`src/rtl/shift_arbiter_seq_if.sv`:
```
// Request/response bundle between the two requesters, the consumer and
// the shared shift arbiter.
interface shift_arbiter_seq_if #(
    parameter int DATA_W = 4,
    parameter int AMT_W  = 3
);
    logic              req0_valid;
    logic              req0_ready;
    logic [DATA_W-1:0] req0_data;
    logic [AMT_W-1:0]  req0_amt;
    logic              req0_dir;
    logic              req1_valid;
    logic              req1_ready;
    logic [DATA_W-1:0] req1_data;
    logic [AMT_W-1:0]  req1_amt;
    logic              req1_dir;
    logic              rsp_valid;
    logic              rsp_ready;
    logic [DATA_W-1:0] rsp_data;
    logic              rsp_id;
    logic              busy;

    modport master (
        output req0_valid, req0_data, req0_amt, req0_dir,
        output req1_valid, req1_data, req1_amt, req1_dir,
        output rsp_ready,
        input  req0_ready, req1_ready,
        input  rsp_valid, rsp_data, rsp_id, busy
    );

    modport slave (
        input  req0_valid, req0_data, req0_amt, req0_dir,
        input  req1_valid, req1_data, req1_amt, req1_dir,
        input  rsp_ready,
        output req0_ready, req1_ready,
        output rsp_valid, rsp_data, rsp_id, busy
    );
endinterface

```
`src/rtl/shift_arbiter_seq.sv`:
```
// Round-robin arbiter sharing a 0..2-bit shift stage between two requesters;
// larger shifts are built from repeated passes.
module shift_arbiter_seq #(
    parameter int DATA_W = 4,
    parameter int AMT_W  = 3
) (
    input logic               clk,
    input logic               rst_n,
    shift_arbiter_seq_if.slave bus
);
    typedef enum logic [1:0] {IDLE, SHIFT, DONE} state_t;

    state_t            state, state_nxt;
    logic [DATA_W-1:0] acc, acc_nxt;
    logic [AMT_W-1:0]  rem, rem_nxt;
    logic              dir, dir_nxt;
    logic              id, id_nxt;
    logic              last_grant, last_grant_nxt;

    logic              any_valid;
    logic              grant;
    logic              accept;
    logic [DATA_W-1:0] sel_data;
    logic [AMT_W-1:0]  sel_amt;
    logic              sel_dir;
    logic [1:0]        step;
    logic [DATA_W-1:0] staged;

    function automatic logic [DATA_W-1:0] stage(
        input logic [DATA_W-1:0] v,
        input logic [1:0]        s,
        input logic              r
    );
        return r ? (v >> s) : (v << s);
    endfunction

    assign any_valid = bus.req0_valid | bus.req1_valid;
    // Contention goes to the requester that was not served last.
    assign grant = (bus.req0_valid & bus.req1_valid) ? ~last_grant
                                                     : bus.req1_valid;
    assign accept = (state == IDLE) & any_valid;

    assign bus.req0_ready = accept & ~grant;
    assign bus.req1_ready = accept & grant;

    assign sel_data = grant ? bus.req1_data : bus.req0_data;
    assign sel_amt  = grant ? bus.req1_amt  : bus.req0_amt;
    assign sel_dir  = grant ? bus.req1_dir  : bus.req0_dir;

    assign step   = (rem >= AMT_W'(2)) ? 2'd2 : {1'b0, rem[0]};
    assign staged = stage(acc, step, dir);

    always_ff @(posedge clk or negedge rst_n) begin
        if (!rst_n) begin
            state      <= IDLE;
            acc        <= '0;
            rem        <= '0;
            dir        <= 1'b0;
            id         <= 1'b0;
            last_grant <= 1'b1;
        end else begin
            state      <= state_nxt;
            acc        <= acc_nxt;
            rem        <= rem_nxt;
            dir        <= dir_nxt;
            id         <= id_nxt;
            last_grant <= last_grant_nxt;
        end
    end

    always_comb begin
        state_nxt      = state;
        acc_nxt        = acc;
        rem_nxt        = rem;
        dir_nxt        = dir;
        id_nxt         = id;
        last_grant_nxt = last_grant;
        unique case (state)
            IDLE: begin
                if (accept) begin
                    acc_nxt        = sel_data;
                    rem_nxt        = sel_amt;
                    dir_nxt        = sel_dir;
                    id_nxt         = grant;
                    last_grant_nxt = grant;
                    state_nxt      = (sel_amt == '0) ? DONE : SHIFT;
                end
            end
            SHIFT: begin
                acc_nxt = staged;
                rem_nxt = rem - AMT_W'(step);
                if (rem == AMT_W'(step)) begin
                    state_nxt = DONE;
                end
            end
            DONE: begin
                if (bus.rsp_ready) begin
                    state_nxt = IDLE;
                end
            end
            default: state_nxt = IDLE;
        endcase
    end

    assign bus.rsp_valid = (state == DONE);
    assign bus.rsp_data  = (state == DONE) ? acc : '0;
    assign bus.rsp_id    = id;
    assign bus.busy      = (state != IDLE);

    step_legal: assert property (
        @(posedge clk) disable iff (!rst_n) step != 2'b11
    );
endmodule

```
`src/flat_wrapper.sv`:
```
// flat-port wrapper written by rule: the top's interface ports become plain ports
module shift_arbiter_seq_flat 
#(
    parameter int DATA_W = 4,
    parameter int AMT_W  = 3
)
  (clk, rst_n, bus_req0_valid, bus_req0_data, bus_req0_amt, bus_req0_dir, bus_req1_valid, bus_req1_data, bus_req1_amt, bus_req1_dir, bus_rsp_ready, bus_req0_ready, bus_req1_ready, bus_rsp_valid, bus_rsp_data, bus_rsp_id, bus_busy);
  shift_arbiter_seq_if #(.DATA_W(DATA_W), .AMT_W(AMT_W)) bus_i ();
  input logic clk;
  input logic rst_n;
  input wire logic [$bits(bus_i.req0_valid)-1:0] bus_req0_valid;
  input wire logic [$bits(bus_i.req0_data)-1:0] bus_req0_data;
  input wire logic [$bits(bus_i.req0_amt)-1:0] bus_req0_amt;
  input wire logic [$bits(bus_i.req0_dir)-1:0] bus_req0_dir;
  input wire logic [$bits(bus_i.req1_valid)-1:0] bus_req1_valid;
  input wire logic [$bits(bus_i.req1_data)-1:0] bus_req1_data;
  input wire logic [$bits(bus_i.req1_amt)-1:0] bus_req1_amt;
  input wire logic [$bits(bus_i.req1_dir)-1:0] bus_req1_dir;
  input wire logic [$bits(bus_i.rsp_ready)-1:0] bus_rsp_ready;
  output wire logic [$bits(bus_i.req0_ready)-1:0] bus_req0_ready;
  output wire logic [$bits(bus_i.req1_ready)-1:0] bus_req1_ready;
  output wire logic [$bits(bus_i.rsp_valid)-1:0] bus_rsp_valid;
  output wire logic [$bits(bus_i.rsp_data)-1:0] bus_rsp_data;
  output wire logic [$bits(bus_i.rsp_id)-1:0] bus_rsp_id;
  output wire logic [$bits(bus_i.busy)-1:0] bus_busy;
  assign bus_i.req0_valid = bus_req0_valid;
  assign bus_i.req0_data = bus_req0_data;
  assign bus_i.req0_amt = bus_req0_amt;
  assign bus_i.req0_dir = bus_req0_dir;
  assign bus_i.req1_valid = bus_req1_valid;
  assign bus_i.req1_data = bus_req1_data;
  assign bus_i.req1_amt = bus_req1_amt;
  assign bus_i.req1_dir = bus_req1_dir;
  assign bus_i.rsp_ready = bus_rsp_ready;
  assign bus_req0_ready = bus_i.req0_ready;
  assign bus_req1_ready = bus_i.req1_ready;
  assign bus_rsp_valid = bus_i.rsp_valid;
  assign bus_rsp_data = bus_i.rsp_data;
  assign bus_rsp_id = bus_i.rsp_id;
  assign bus_busy = bus_i.busy;
  shift_arbiter_seq #(.DATA_W(DATA_W), .AMT_W(AMT_W)) u_core (.clk(clk), .rst_n(rst_n), .bus(bus_i));
endmodule
```
`config.mk`:
```
export PLATFORM = sky130hd
export DESIGN_NAME = shift_arbiter_seq_flat
export DESIGN_NICKNAME = d
export VERILOG_FILES = /design/src/rtl/shift_arbiter_seq_if.sv /design/src/rtl/shift_arbiter_seq.sv /design/src/flat_wrapper.sv
export SDC_FILE = /design/constraint.sdc
export NUM_CORES = 1
export LEC_CHECK = 0
export ABC_AREA = 1
export BUFFER_PORTS_ARGS = -buffer_cell sky130_fd_sc_hd__buf_2
export CORE_MARGIN = 3
export CORE_UTILIZATION = 45
export DETAILED_ROUTE_END_ITERATION = 6
export GPL_ROUTABILITY_DRIVEN = 0
export PLACE_DENSITY = 0.72
export SYNTH_ARGS = -nofsm -noshare
export SYNTH_HDL_FRONTEND = slang
export SYNTH_SLANG_ARGS = --single-unit
```
`constraint.sdc`:
```
create_clock -name clk -period 4.6 [get_ports clk]
set_clock_uncertainty 0.05 [all_clocks]
set_input_delay 0.23 -clock clk [delete_from_list [all_inputs] [get_ports clk]]
set_output_delay 0.23 -clock clk [all_outputs]
set_load 0.01 [all_outputs]
```
[Word level (Yosys, flattened, before mapping)]
Index checks and enable logic that the tools add are counted.
Word-level totals
  bits in registers: 12
  input bits: 21
  word-level logic and storage cells: 46
  output and inout port bits: 9
Cells by class
  mux-type cells: 16
  bitwise gates (word level): 7
  magnitude comparators: 1
  reduce and logical (&&, ||, !) cells: 7
  shifts and indexed selects: 2
  add/subtract/negate cells: 1
  equality and inequality tests: 6
Operators by type and width (number)
  two-way mux 4 bit: 4
  two-way mux 2 bit: 5
  one-hot mux 4 bit (2 select lines): 1
  two-way mux 3 bit: 2
  one-hot mux 2 bit (3 select lines): 1
  one-hot mux 3 bit (2 select lines): 1
  AND 1 bit: 4
  inequality test 2 x 1 -> 1 bit (second input constant): 2
  AND reduction 2 bit: 2
  nonzero test 2 bit: 2
  << shifter 4 x 2 -> 4 bit: 1
  right shift 4 x 2 -> 4 bit: 1
  == test 3 x 2 -> 1 bit: 1
  >= comparator 3 x 2 -> 1 bit (second input constant): 1
  zero test 3 bit: 1
  AND reduction 3 bit: 1
  subtractor 3 x 2 -> 3 bit: 1
  == test 2 x 1 -> 1 bit (second input constant): 1
  == test 2 bit (second input constant): 1
  zero test 2 bit: 1
  two-way mux 1 bit: 2
  inequality test 2 bit (second input constant): 1
  NOT 1 bit: 2
  bitwise OR 1 bit: 1

[Logic depth before layout (Yosys ltp)]
Gate-level depths: netlist of the first run.
  depth in word-level cells: 7
  mapped depth: 9

[Worst setup path after synthesis of the first run]
OpenSTA, ideal clock, no wires.
  path type: register to register
  start point: register u_core.rem[1]
  end point: register u_core.rem[1]
  stages on the path, launching flop included: 5
  path buffers: 0
  arrival time: 1281 ps
  slack: 3139 ps
  setup time: 130 ps
  clock period less this slack: 1461 ps
  cells stage by stage: dfrtp_1 -> nor2_4 -> fa_1 -> a22oi_1 -> o21ai_1
On the way
  longest elaborated chain between the ends: 4
Ends and longest elaborated chain
  from (decl): RTL line shift_arbiter_seq.sv:15  | logic [AMT_W-1:0] rem, rem_nxt;
  from (signal assigned): RTL line shift_arbiter_seq.sv:64  | rem <= rem_nxt;
  >= comparator 3 x 2 -> 1 bit: RTL line shift_arbiter_seq.sv:50  | assign step = (rem >= AMT_W'(2)) ? 2'd2 : {1'b0, rem[0]};
  two-way mux 2 bit: RTL line shift_arbiter_seq.sv:50
  subtractor 3 x 2 -> 3 bit (*): RTL line shift_arbiter_seq.sv:91  | rem_nxt = rem - AMT_W'(step);
  one-hot mux 3 bit (2 select lines) (*): RTL line shift_arbiter_seq.sv:78  | unique case (state)
Mark *: on every way between the ends. The rest lies on a longest branch, timed or not.
A chain may end at the register's enable or synchronous reset.

[Worst setup path in the final report of the first run]
  start point: register u_core.state[0]
  end point: output bus_req1_ready
On the way
  longest elaborated chain between the ends: 3
Ends and longest elaborated chain
  from (decl): RTL line shift_arbiter_seq.sv:13  | state_t state, state_nxt;
  from (signal assigned): RTL line shift_arbiter_seq.sv:62  | state <= state_nxt;
  zero test 2 bit: RTL line shift_arbiter_seq.sv:41  | assign accept = (state == IDLE) & any_valid;
  AND 1 bit: RTL line shift_arbiter_seq.sv:41
  AND 1 bit: RTL line shift_arbiter_seq.sv:44  | assign bus.req1_ready = accept & grant;
  to (decl): RTL line flat_wrapper.sv:21  | output wire logic [$bits(bus_i.req1_ready)-1:0] bus_req1_ready;
Every way passes these cells.

==> results of run 1 <==
synth_stat cells, drive strengths merged:
cell type | instances | area share, %
a21oi | 3 | 1.6
a22oi | 1 | 0.78
buf | 2 | 2.0
conb | 1 | 0.39
dfrtp | 11 | 29
dfstp | 1 | 2.7
fa | 1 | 2.1
inv | 27 | 11
nand2 | 60 | 25
nand3 | 14 | 7.8
nand3b | 1 | 0.78
nor2 | 22 | 9.9
nor3 | 1 | 0.52
o211ai | 1 | 0.78
o21ai | 8 | 4.6
or2 | 3 | 2.0
critical path, cell delays in order, from the launching register on:
cell and delay (ps):
dfrtp_1 430, nor2_1 250, inv_1 90, nor2_1 190
buf_2 170
logic make-up (layout without fill, tap and decap cells):
family	Yosys count	after routing	synth area share, %
flops	12	12	31.4
other cells	1	1	0.390
fa+ha+maj	1	1	2.08
compound gates	13	13	7.68
buf+inv	29	61	12.5
simple gates	101	101	46.0
stage by stage:
stage               instance area (um^2)  total power (uW)
floorplan                            961               519
global placement                    1120               612
detailed placement                  1120               630
CTS                                 1170               719
global route                        1170               793
finish                              1170               722
power by group:
part	internal, uW	switching, uW	total, uW
clock network	48.1	37.8	85.9
logic	146	265	411
registers	163	61.9	225
total	357	365	722
area by class of cell:
cell class                      instances  area share [%]
Clock buffer                            4            3.11
Tap cell                               27            2.89
Timing Repair Buffer                   30            13.3
Sequential cell                        12            25.8
Multi-Input combinational cell        116            46.2
Inverter                               27            8.68
per-layer routing:
metal | track usage [%] | wire length [um] | share of wire (%)
met1 | 24.9 | 994 | 43
met2 | 32.6 | 1100 | 47
met3 | 1.14 | 178 | 7.7
met4 | 7.66 | 44 | 1.9
met5 | 0 | 0 | 0
path summary, 6_finish.rpt:
check,start,end,slack [ps],cells after the start
max reg2reg,u_core.rem[1],u_core.rem[1],3020,4
min,bus_req0_dir,u_core.dir,130,3
min in group asynchronous,rst_n,u_core.dir,300,2
max in group asynchronous,rst_n,u_core.last_grant,3930,2
max,u_core.state[0],bus_req1_ready,2920,4
min reg2reg,u_core.last_grant,u_core.last_grant,440,2
flip-flops by register name, summed over array words and instances (netlist names):
| signal | count |
|---|---|
| u_core.last_grant | 1 |
| u_core.bus.rsp_id | 1 |
| u_core.acc | 4 |
| u_core.state | 2 |
| u_core.dir | 1 |
| u_core.rem | 3 |
repair_timing:
action	CTS	global route
setup endpoints to repair	0	0
hold buffers	1	0
setup buffers	0	0
hold endpoints to repair	11	0
==> metrics, run 1 <==
DRC viols=0; Setup TNS=0 ps; Setup crit start kind=flip-flop; Non-Filler Instances=216; Final Worst Setup Slack=2920 ps; vias in the first global route=964; Routed wire per std cell=10.7 um; Tmin final=1680 ps; Critical Path RT=4320 ps; setup violators final=0; HPWL after detailed placement=1.88 mm; P&R area growth vs syn=21.5%; Routed WL=2.31 mm; arrival time worst endpoint=1400 ps; Vias/cell=4.91; I/O Buffers=29; Netlist cell types=26; worst hold path type=input port to flip-flop; Tot GR Track Use=19.0%; max cap viols=0; ANT nets after route=0; FILL cells=185; fmax=0.594 GHz; Ports=30; Root Driver=clkbuf_4; TritonCTS clock tree=built; Final Hold Vio Count=0; Longest Clk Path Bufs=2; placed cell count=211; Pre-antenna DRT Iters=4; Die X=52.2 um; most frequent cells in the layout=nand2_1, buf_2, inv_1, nor2_1, nand3_1; Final Max Slew Viols=0; TritonCTS Buffers=3; Core Util, Final=58.9%; cts repair resizes=0; PwrDens=618 nW/um^2; period utilization=36.6%; Pleak=0.000703 uW; FF+latch count, synth=12; Core Rows=16; overflow left after global routing=0; Core Area=1980 um^2; cells after synthesis=157; initial drt markers=25; sequential cell area=302 um^2; commonest non-fill, non-tap cell in the layout=nand2_1; Multi-input gate area=539 um^2; nets=212; post-synthesis sequential area ratio=31.4%; Post-Syn Nets=179; RSZ-0062 raised after global routing=no; Worst Setup End Kind=output pin; status=completed; largest net degree at the start of global routing=13; average size of a mapped cell=6.12 um^2; first-pass GRT wire length=3.92 mm; vias post-DR=1060; H-Tree Depth=1; Die Ht=52.2 um; dpl ws=3030 ps; Antenna diodes=0; Critical Path Fanout Max=4; worst skew pair latency=280 ps; Clock Sinks=12; Post-Syn Area=961 um^2; die area=2730 um^2; Clock transition at path regs=80 ps; synthesis warning total=0; layout cell share with drive strength beyond 1=27.5%; Hold Slack=131 ps; initial antenna violation count=0; CP Class=flip-flop to output pin; initial cell density of the core=48.5%; Peak VDD IR=0.333 mV
No activity file was read; power rests on OpenSTA's default activity.
==> run 2: changes to the inputs <==
clock period = 1.76 ns   (was 4.6 ns; I/O delays follow)
==> run 2 against run 1 <==
Final cell count increased by 0.46%; sequential share of layout area decreased by 0.22 points; cell area increased by 0.86%; critical path type is now flip-flop to flip-flop; largest power group unchanged.
==> metrics, run 2 (synthesized netlist as in run 1, its figures left out) <==
status=completed; Die X=52.2 um (unchanged); Core Area=1980 um^2 (unchanged); critical path cell sequence=nor2_4, fa_1, a22oi_1, o21ai_1; slowest stage delay, CP=470 ps (+40 ps); Pleak=0.000707 uW (+0.59%); nets=213 (+0.47%); HPWL after detailed placement=1.87 mm (-0.37%); Clock transition at path regs=80 ps (about the same); initial drt markers=43 (+72%); Ports=30 (unchanged); Core Rows=16 (unchanged); worst skew pair latency=270 ps (about the same); TritonCTS Buffers=3 (unchanged); Pre-antenna DRT Iters=4 (unchanged); die area=2730 um^2 (unchanged); TritonCTS clock tree=built; Vias/cell=4.81 (-2.0%); setup violators final=0 (unchanged); Peak VDD IR=0.941 mV (+180%); most frequent cells in the layout=nand2_1, buf_2, inv_1, nor2_1, nand3_1; Antenna diodes=0 (unchanged); Clock Sinks=12 (unchanged); # Post-CTS Setup Buffers=0 (unchanged); Routed wire per std cell=10.6 um (-1.0%); Longest Clk Path Bufs=2 (unchanged); placed cell count=211 (unchanged); vias in the first global route=986 (+2.3%); P&R area growth vs syn=22.5%; commonest non-fill, non-tap cell in the layout=nand2_1; DRC viols=0 (unchanged); RSZ-0062 raised after global routing=no; worst hold path type=input port to flip-flop; Critical Path RT=1850 ps (-2470 ps); initial antenna violation count=0 (unchanged); biggest regs=u_core.acc (4), u_core.rem (3), u_core.state (2); max cap viols=0 (unchanged); H-Tree Depth=1 (unchanged); first-pass GRT wire length=4.08 mm (+4.2%); fmax=0.612 GHz; Setup crit start kind=flip-flop; arrival time worst endpoint=1730 ps (+330 ps); Die Ht=52.2 um (unchanged); overflow left after global routing=0 (unchanged); Non-Filler Instances=217 (+0.46%); largest net degree at the start of global routing=13 (unchanged); Worst Setup End Kind=flip-flop; max FFs per register=4 (unchanged); ANT nets after route=0 (unchanged); Crit-path slowest cell=dfrtp_1; Final Hold Vio Count=0 (unchanged); Final Max Slew Viols=0 (unchanged); Top reg by flops=u_core.acc; Routed WL=2.30 mm (-0.56%); Tot GR Track Use=19.9% (+0.90 points); Critical Path Fanout Max=8 (+4); Tmin final=1630 ps; period utilization=92.9%; I/O Buffers=29 (unchanged); Root Driver=clkbuf_4; Setup TNS=0 ps (unchanged); CP Class=flip-flop to flip-flop; PwrDens=1590 nW/um^2 (+160%); layout cell share with drive strength beyond 1=27.4% (-0.14 points); initial cell density of the core=48.5% (unchanged); vias post-DR=1044 (-1.5%)
## run 2: cell types whose count changed in the layout (fill, tap and decap cells not counted)
cell           delta
dlygate4sd3_1     +1
## run 2: path summary, 6_finish.rpt
path	start	end	slack, ps	depth (start not counted)
worst min register to register	u_core.last_grant	u_core.last_grant	430	2
max in group asynchronous	rst_n	u_core.last_grant	1220	2
worst max register to register	u_core.rem[1]	u_core.rem[1]	130	4
min in group asynchronous	rst_n	u_core.acc[1]	170	2
worst min-delay path	bus_rsp_ready	u_core.state[1]	6	3
worst max-delay path	u_core.rem[1]	u_core.rem[1]	130	4
## run 2: critical path, delay by kind of cell, from the launching register on
family,cells,cell delay (ps)
adders and majority gates,1,450
DFF,1,470
AOI/OAI and AO/OA,2,300
and+or+nand+nor,1,230
## run 2: metal layers
metal  part of all wire (%)  global-route usage (%)  routed length, um
met5                      0                       0                  0
met4                    1.1                    7.66                 25
met3                    6.2                    1.71                142
met2                     46                    35.6               1070
met1                     46                    24.7               1070
## run 2: layout make-up
cell class | instances | area, um^2
inverter | 27 | 101
fill | 194 | 805
clock buffer | 4 | 36.3
multi-input combinational | 116 | 539
tap | 27 | 33.8
sequential | 12 | 302
timing repair buffer | 31 | 165
## run 2: what timing repair did
action / in CTS / in global routing
hold endpoints to repair: 13 / 0
resized for setup: 0 / 0
hold buffers: 2 / 0
## run 2: stage by stage
stage | power [uW] | hold WS [ps] | util, % | setup slack (ps) | area (um^2)
after floorplan | 1360 | -258 | - | 299 | 961
after global placement | 1600 | -74.3 | 56.6 | 258 | 1120
after detailed placement | 1650 | -67.4 | 56.6 | 143 | 1120
after CTS | 1880 | 1.65 | 59.4 | 125 | 1180
after global routing | 2100 | 20.2 | 59.4 | 13.9 | 1180
final | 1880 | 5.71 | 59.4 | 125 | 1180
## run 2: power by group
part	total (uW)	internal [uW]	switching, uW
Sequential	586	426	161
Combinational	1070	384	688
Clock	218	126	91.9
==> run 3: changes to the inputs <==
CORE_UTILIZATION = 30   (was 45)
CTS_BUF_LIST = sky130_fd_sc_hd__clkbuf_8   (was default)
PLACE_DENSITY = default   (was 0.72)
TNS_END_PERCENT = 20   (was default)
==> run 3 against run 2 <==
Via count down 5.7%; register-to-register slack gained 70 ps; worst hold slack improved by 32 ps; critical path depth is the same; clock-buffer cell count is the same.
==> metrics, run 3 (synthesized netlist as in run 1, its figures left out) <==
HP Start=bus_req0_dir; first-pass GRT wire length=4.11 mm (+0.51%); Critical Path Fanout Max=8 (unchanged); setup violators final=0 (unchanged); Clock Sinks=12 (unchanged); Die X=62.6 um (+20%); Hold Slack=37.7 ps (+32.0 ps); nets=212 (-0.47%); Antenna diodes=0 (unchanged); Clock transition at path regs=50 ps (-30 ps); max cap viols=0 (unchanged); initial cell density of the core=33.1% (-15 points); R2R Path Start=u_core.rem[1]; Worst Setup End Kind=flip-flop; Vias/cell=4.26 (-11%); r2r endpoint=u_core.rem[1]; Longest Clk Path Bufs=2 (unchanged); Critical Path RT=1830 ps (-20 ps); most frequent cells in the layout=nand2_1, buf_2, inv_1, nor2_1, nand3_1; PwrDens=1610 nW/um^2 (+1.3%); worst hold path type=input port to flip-flop; Final Worst Setup Slack=193 ps (+67.6 ps); Pleak=0.000711 uW (+0.51%); Root Driver=clkbuf_8; fmax=0.638 GHz (+4.3%); initial antenna violation count=0 (unchanged); Ports=30 (unchanged); WHS Path Cells=3 (unchanged); Setup TNS=0 ps (unchanged); worst r2r path cells=4 (unchanged); Routed WL=2.27 mm (-1.3%); commonest non-fill, non-tap cell in the layout=nand2_1; dpl ws=200 ps (+56.4 ps); vias in the first global route=933 (-5.4%); TritonCTS Buffers=3 (unchanged); Core Area=2900 um^2 (+46%); Core Rows=19 (+3); cts repair resizes=0 (unchanged); Final Hold Vio Count=0 (unchanged); die area=3920 um^2 (+44%); H-Tree Depth=1 (unchanged); HPWL after detailed placement=1.85 mm (-1.2%); period utilization=89.0% (-3.8 points); Peak VDD IR=0.546 mV (-42%); CP Class=flip-flop to flip-flop; FILL cells=341 (+76%); reg2reg setup slack=190 ps (+70 ps); Total Power=1940 uW (+3.6%); arrival time worst endpoint=1640 ps (-90 ps); Final Max Slew Viols=0 (unchanged); Pre-antenna DRT Iters=4 (unchanged); Setup crit start kind=flip-flop; initial drt markers=23 (-47%); P&R area growth vs syn=25.4%; worst skew pair latency=240 ps (-30 ps); Non-Filler Instances=231 (+6.5%); Tot GR Track Use=12.7% (-7.2 points); Die Ht=62.6 um (+20%); Routed wire per std cell=9.83 um (-7.3%); layout cell share with drive strength beyond 1=27.5% (+0.14 points); status=completed; Tmin final=1570 ps (-67.6 ps); largest net degree at the start of global routing=13 (unchanged); DRC viols=0 (unchanged); overflow left after global routing=0 (unchanged); Top reg by flops=u_core.acc; Endpoint, Worst Hold=u_core.dir; I/O Buffers=29 (unchanged); placed cell count=226 (+7.1%); biggest regs=u_core.acc (4), u_core.rem (3), u_core.state (2); RSZ-0062 raised after global routing=no; TritonCTS clock tree=built; vias post-DR=985 (-5.7%); ANT nets after route=0 (unchanged); max FFs per register=4 (unchanged)
==> run 3: how the worst max path moves through the flow <==
stage               endpoint  slack (ps)  depth (start not counted)           from
6_report       u_core.rem[1]         190                          4  u_core.rem[1]
2_1_floorplan  u_core.rem[1]         300                          4  u_core.rem[1]
5_1_grt        u_core.rem[1]          50                          4  u_core.rem[1]
3_3_place_gp   u_core.rem[1]         220                          4  u_core.rem[1]
4_1_cts        u_core.rem[1]         190                          4  u_core.rem[1]
3_5_place_dp   u_core.rem[1]         200                          4  u_core.rem[1]
==> run 3: repair_timing <==
action | in CTS | in global routing
buffers inserted | 0 | 0
hold endpoints to repair | 12 | 0
hold buffers | 1 | 0
==> run 3: area by class of cell <==
class / instances / area [um^2] / area share (%)
Tap cell: 42 / 52.6 / 4.36
Clock buffer: 4 / 55.1 / 4.57
Sequential cell: 12 / 302 / 25.0
Inverter: 27 / 101 / 8.41
Timing Repair Buffer: 30 / 155 / 12.9
Multi-Input combinational cell: 116 / 539 / 44.8
==> run 3: per-layer routing <==
layer / GRT usage, % / part of all wire [%]
met1: 18.9 / 53
met2: 18.1 / 39
met3: 1.62 / 5.8
met4: 5.79 / 2.0
met5: 0 / 0
==> run 3: critical path, cell delays in order, from the launching register on <==
cell and delay [ps]:
dfrtp_1 450, nor2_4 230, fa_1 450, a22oi_1 180, o21ai_1 80
==> run 3: per-stage QoR <==
stage | instance area (um^2) | utilization (%)
5_1_grt | 1200 | 41.5
4_1_cts | 1200 | 41.5
2_1_floorplan | 961 | -
6_report | 1200 | 41.5
3_5_place_dp | 1140 | 39.3
3_3_place_gp | 1140 | 39.3
==> run 3: report_power, final <==
part | switching [uW] | leakage, uW | internal [uW]
combinational | 677 | 0.000537 | 380
sequential | 151 | 0.000145 | 426
clock | 111 | 0.0000288 | 198
